[src/rtl/vga_arb_pkg.sv]
`default_nettype none
// +------------------------------------------------------------------------+
// | Package  : vga_arb_pkg                                                 |
// | Purpose  : Shared owner encodings and read latency for the VGA ROM     |
// |            arbiter and its owner-tag delay line.                       |
// | Revision : 1.0  initial release                                        |
// +------------------------------------------------------------------------+
package vga_arb_pkg;

  // Who owns the ROM port in a given selection cycle
  typedef enum logic [1:0] {
    OWN_NONE = 2'd0,
    OWN_DISP = 2'd1,
    OWN_HOST = 2'd2
  } owner_e;

  // Selection cycle to valid cycle: address reg, ROM access, data reg
  localparam int ARB_LAT = 3;

endpackage
`default_nettype wire

[src/rtl/vga_arb_tag_pipe.sv]
`default_nettype none
// +------------------------------------------------------------------------+
// | Module   : vga_arb_tag_pipe                                            |
// | Purpose  : Delays the 2-bit owner tag by DEPTH cycles so it lines up   |
// |            with the registered ROM data; cleared synchronously.        |
// | Revision : 1.0  initial release                                        |
// +------------------------------------------------------------------------+
module vga_arb_tag_pipe
  import vga_arb_pkg::*;
#(
  parameter int DEPTH = ARB_LAT
) (
  input  logic       clk,
  input  logic       rst_n,
  input  logic [1:0] tag_in,
  output logic [1:0] tag_out
);

  logic [1:0] stage [DEPTH];

  // Shift register; a reset drops every tag in flight
  always_ff @(posedge clk) begin
    if (!rst_n) begin
      for (int i = 0; i < DEPTH; i++) stage[i] <= 2'd0;
    end else begin
      stage[0] <= tag_in;
      for (int i = 1; i < DEPTH; i++) stage[i] <= stage[i-1];
    end
  end

  assign tag_out = stage[DEPTH-1];

endmodule
`default_nettype wire

[src/rtl/vga_rom_arbiter.sv]
`default_nettype none
// +------------------------------------------------------------------------+
// | Module   : vga_rom_arbiter                                             |
// | Purpose  : Shares one synchronous single-port ROM between a display    |
// |            fetcher (strict priority) and a host reader. Data returns   |
// |            three cycles after the selection cycle.                     |
// | Options  : VGA_ARB_STARVE_EN - host wait counter; after STARVE_MAX     |
// |            waiting cycles the host wins one cycle and disp_miss pulses.|
// | Revision : 1.0  initial release                                        |
// +------------------------------------------------------------------------+
module vga_rom_arbiter
  import vga_arb_pkg::*;
#(
  parameter int ADDR_W     = 6,
  parameter int DATA_W     = 64,
  parameter int STARVE_MAX = 15
) (
  input  logic              vga_clk,
  input  logic              rst_n,
  input  logic              disp_req,
  input  logic [ADDR_W-1:0] disp_addr,
  output logic              disp_valid,
  output logic              disp_miss,
  input  logic              host_req,
  input  logic [ADDR_W-1:0] host_addr,
  output logic              host_gnt,
  output logic              host_valid,
  output logic [ADDR_W-1:0] rom_addr,
  input  logic [DATA_W-1:0] rom_data,
  output logic [DATA_W-1:0] rd_data
);

  owner_e            sel;
  logic [ADDR_W-1:0] sel_addr;
  logic              host_done;   // granted, waiting for host_req to drop
  logic              host_pend;
  logic              force_host;
  logic [1:0]        tag_out;

  assign host_pend = host_req & ~host_done;

`ifdef VGA_ARB_STARVE_EN
  localparam int CNT_W = (STARVE_MAX < 2) ? 1 : $clog2(STARVE_MAX + 1);
  logic [CNT_W-1:0] wait_cnt;

  assign force_host = host_pend & (wait_cnt == CNT_W'(STARVE_MAX));
  assign disp_miss  = rst_n & force_host & disp_req;

  // Count cycles a pending host request is left waiting; saturates at the limit
  always_ff @(posedge vga_clk) begin
    if (!rst_n) begin
      wait_cnt <= '0;
    end else if (host_gnt || !host_req) begin
      wait_cnt <= '0;
    end else if (host_pend && (wait_cnt != CNT_W'(STARVE_MAX))) begin
      wait_cnt <= wait_cnt + CNT_W'(1);
    end
  end
`else
  // STARVE_MAX only matters when the wait counter is built
  logic unused_starve_max;
  assign unused_starve_max = (STARVE_MAX != 0);
  assign force_host        = 1'b0;
  assign disp_miss         = 1'b0;
`endif

  // Owner selection: starvation override, then display, then host
  always_comb begin
    sel      = OWN_NONE;
    sel_addr = '0;
    if (force_host) begin
      sel      = OWN_HOST;
      sel_addr = host_addr;
    end else if (disp_req) begin
      sel      = OWN_DISP;
      sel_addr = disp_addr;
    end else if (host_pend) begin
      sel      = OWN_HOST;
      sel_addr = host_addr;
    end
  end

  assign host_gnt = rst_n & (sel == OWN_HOST);

  // Remember a grant until host_req is seen low, so a held request is served once
  always_ff @(posedge vga_clk) begin
    if (!rst_n) begin
      host_done <= 1'b0;
    end else if (host_gnt) begin
      host_done <= 1'b1;
    end else if (!host_req) begin
      host_done <= 1'b0;
    end
  end

  // ROM address register; holds when nobody owns the port
  always_ff @(posedge vga_clk) begin
    if (!rst_n) begin
      rom_addr <= '0;
    end else if (sel != OWN_NONE) begin
      rom_addr <= sel_addr;
    end
  end

  // Capture ROM output one cycle after it appears
  always_ff @(posedge vga_clk) begin
    if (!rst_n) begin
      rd_data <= '0;
    end else begin
      rd_data <= rom_data;
    end
  end

  vga_arb_tag_pipe #(
    .DEPTH (ARB_LAT)
  ) u_tag_pipe (
    .clk     (vga_clk),
    .rst_n   (rst_n),
    .tag_in  (sel),
    .tag_out (tag_out)
  );

  assign disp_valid = (tag_out == OWN_DISP);
  assign host_valid = (tag_out == OWN_HOST);

endmodule
`default_nettype wire
[config.mk]
export PLATFORM = sky130hd
export DESIGN_NAME = vga_rom_arbiter
export DESIGN_NICKNAME = d
export VERILOG_FILES = /design/src/rtl/vga_arb_pkg.sv /design/src/rtl/vga_arb_tag_pipe.sv /design/src/rtl/vga_rom_arbiter.sv
export SDC_FILE = /design/constraint.sdc
export NUM_CORES = 1
export LEC_CHECK = 0
export ABC_AREA = 0
export BUFFER_PORTS_ARGS = -buffer_cell sky130_fd_sc_hd__buf_2
export CAP_MARGIN = 5
export CORE_MARGIN = 4
export CORE_UTILIZATION = 40
export DETAILED_ROUTE_END_ITERATION = 10
export GPL_TIMING_DRIVEN = 0
export MAX_ROUTING_LAYER = met4
export PLACE_DENSITY = 0.78
export SYNTH_ARGS = -nofsm -noshare
export SYNTH_HDL_FRONTEND = slang
export SYNTH_SLANG_ARGS = --single-unit
[constraint.sdc]
create_clock -name vga_clk -period 1.3 [get_ports vga_clk]
set_input_delay 0.13 -clock vga_clk [delete_from_list [all_inputs] [get_ports vga_clk]]
set_output_delay 0.13 -clock vga_clk [all_outputs]
set_load 0.005 [all_outputs]
==> run summary <==
DRT Wirelength = 6250 um
Combinational group share of total power = 11.8%
Final hold viol count = 0
CP Data Arrival Time = 1060 ps
Post-Synthesis Cells = 183
Seq/Total Area, Yosys = 69.68%
Total grt overflow = 0
RSZ-0062 raised after global routing = false
Vias in the first global route = 1988
Finished Layout Cells = 479
Hold_sp = rom_data[0]
Hold Crit Class = primary input to register
Final net count = 484
Final setup fails = 0
IO Count = 154
Post-synth EDFFs = 0
Syn-to-layout area delta = 73.47%
Iter 0 DRT Violations = 34
Power Dens Cells = 1228 nW/um2
Top_reg_cell synth = dfxtp_1
Total GRT Usage = 19.24%
Top post-synthesis cells by count = 77 x dfxtp_1, 69 x and2_1, 6 x a21oi_1, 6 x mux2i_1, 6 x o21ai_0
Area of the multi-input gates = 610.6 um2
Reg-to-Reg End = rom_addr[3]$_SDFFE_PN0P_
#FFs+latches synth = 77
Fillers = 370
CTS Buffer Depth = 2
Port bufs = 151
Hold Path Depth = 2
Cell taking the most area after synthesis = dfxtp_1
Worst Setup Start Kind = register
Worst Path Required = 1170 ps
FFs w/ async S/R, synth = 0%
Sequential power share = 53.4%
Antenna violations before repair = 0
Final std cell area, no fill = 3837 um2
Placed inst area = 3055 um2
Largest cells by area after synthesis = dfxtp_1 70%, and2_1 20%, mux2i_1 2.7%
Clock skew = 5.825 ps
DP Wirelength = 4000 um
Fin crit period = 1194 ps
CP max-delay cell = dfxtp_2
Switching share of total power = 22.50%
Die X = 82.37 um
CP cell instances = nor2b_4 > and3_4 > buf_6
WL/cell = 13.05 um
Clk pwr share = 34.7%
WHS = 10.42 ps
Rows = 26
Worst vdd ir = 0.7597 mV
Fin. max-slew vios = 0
Pre-Repair DR Iteration Count = 4
Sw Pwr = 1.060 mW
Crit-path max cell delay = 340 ps
Flop2flop setup slack = 260 ps
Internal power = 3.651 mW
Critical path class = register to primary output
Die Span Y = 82.37 um
Maxcap violations = 0
Post-route ant nets = 0
Core area = 5238 um2
Crit. End Element = primary output
Syn avg cell area = 12.09 um2
Num CTS Buffers = 9
Synth warn = 0
CTS clk-pin slew, worst paths = 70 ps
Setup tns final = 0 ps
Register Area = 1543 um2
H-tree depth = 3
Min-Delay Endpoint = rd_data[0]$_SDFF_PN0_
Layout cells sized above 1 = 43.28%
Reg2reg path depth = 4
Run status = finished, final reports clean
Via density = 4.192
Overall die area = 6784 um2
Crit path max fanout = 2
Clock root buffer = clkbuf_8
Placed cells = 404
Worst-Skew Late Latency = 330 ps
Global-route wire length before repair = 9183 um
Fin crit share = 91.81%
CTS tree = done
Most frequent cell after synthesis = dfxtp_1
Leak Pwr = 1.942 nW
Share of the synthesized area in the top cell type = 69.68%
Clock sink total = 77
Max Freq = 837.8 MHz
Yosys cell types = 16
RR Startpoint = host_done$_SDFFE_PN0P_
Core Util, Final = 73.27%
Largest net degree at the start of global routing = 14
Mapped Area = 2212 um2
Routed via count = 2008
Drt drc = 0
Antenna cells = 0
Initial core utilization = 42.24%
GPL Wtd Cong = 0.7565
Syn nets = 263
metrics by stage:
step,setup slack (ps),power [mW]
6_report,106.4,4.712
3_3_place_gp,272.1,2.969
3_5_place_dp,283.9,2.984
5_1_grt,44.31,4.929
4_1_cts,8.335,4.728
2_1_floorplan,398.7,2.730
registers in the layout, summed over array words and instances, names as in the netlist:
name and count:
u_tag_pipe.stage 6, rd_data 64, rom_addr 6, host_done 1
worst max-delay path by stage:
stage | start | endpoint | slack [ps] | cells after the start
after floorplan | host_done$_SDFFE_PN0P_ | rom_addr[0]$_SDFFE_PN0P_ | 400 | 4
after global placement | disp_req | host_gnt | 270 | 5
after detailed placement | disp_req | host_gnt | 280 | 5
after CTS | host_done$_SDFFE_PN0P_ | host_gnt | 8 | 4
after global routing | host_done$_SDFFE_PN0P_ | host_gnt | 40 | 3
final | host_done$_SDFFE_PN0P_ | host_gnt | 110 | 3
layout by cell type, fill, tap and decap left out:
| cell | n |
|---|---|
| mux2i_1 | 6 |
| o211a_1 | 1 |
| buf_6 | 1 |
| dfxtp_2 | 1 |
| dlygate4sd3_1 | 58 |
| o21ai_0 | 6 |
| nor2b_1 | 2 |
| clkbuf_1 | 6 |
| and2_1 | 69 |
| buf_2 | 151 |
| and3_2 | 1 |
| clkinvlp_4 | 3 |
| and3_4 | 1 |
| a21oi_1 | 6 |
| clkbuf_2 | 2 |
| nor2b_4 | 1 |
| dfxtp_1 | 76 |
| conb_1 | 1 |
| clkbuf_8 | 11 |
| inv_1 | 1 |
| buf_4 | 4 |
| inv_6 | 1 |
worst max-delay path: cells and delay by family, from the launching register on:
| kind | cells | cell delay (ps) |
|---|---|---|
| buffers and inverters | 1 | 90 |
| and+or+nand+nor | 2 | 310 |
| DFF | 1 | 340 |
layout make-up:
type                    instances  share of cell area (%)
flip-flops and latches         77                   40.20
well taps                      70                   2.282
multi-input cells              94                   15.91
repair buffers                211                   35.38
inverters                       1                 0.09782
clock buffers                  12                   4.043
clock inverters                 4                  0.8151
plain buffers                  10                   1.272
per-layer routing:
layer  share of wire, %  global-route usage (%)  vias to the layer above
li1                   -                       -                     1007
met4                2.9                   9.635                        0
met1                 35                   17.97                      906
met2                 57                   35.66                       81
met5                  0                       -                        -
met3                5.3                   5.315                       14
cells by family (layout without fill, tap and decap cells):
| kind of cell | Yosys count | in the layout | share of synthesized area (%) |
|---|---|---|---|
| other | 1 | 1 | 0.1695 |
| multiplexers | 6 | 6 | 2.715 |
| buffers and inverters | 12 | 238 | 2.884 |
| AO/OA/AOI/OAI | 13 | 13 | 3.168 |
| AND/OR/NAND/NOR | 74 | 74 | 21.38 |
| flip-flops | 77 | 77 | 69.68 |
power by group through the flow:
stage	logic, mW	clock network [mW]	registers (mW)
floorplan	0.138	0	2.59
global placement	0.402	0	2.57
detailed placement	0.413	0	2.57
CTS	0.542	1.67	2.52
global route	0.615	1.79	2.53
finish	0.558	1.64	2.52
what timing repair did:
| action | CTS | global route |
|---|---|---|
| cloned | 0 | 0 |
| endpoints found under the hold margin | 53 | 5 |
| endpoints found under the setup margin | 1 | 1 |
| hold buffers | 53 | 5 |
| setup buffers | 1 | 1 |
| resized for setup | 1 | 2 |
| pin swaps | 0 | 0 |
No activity file was read; power rests on OpenSTA's default activity.
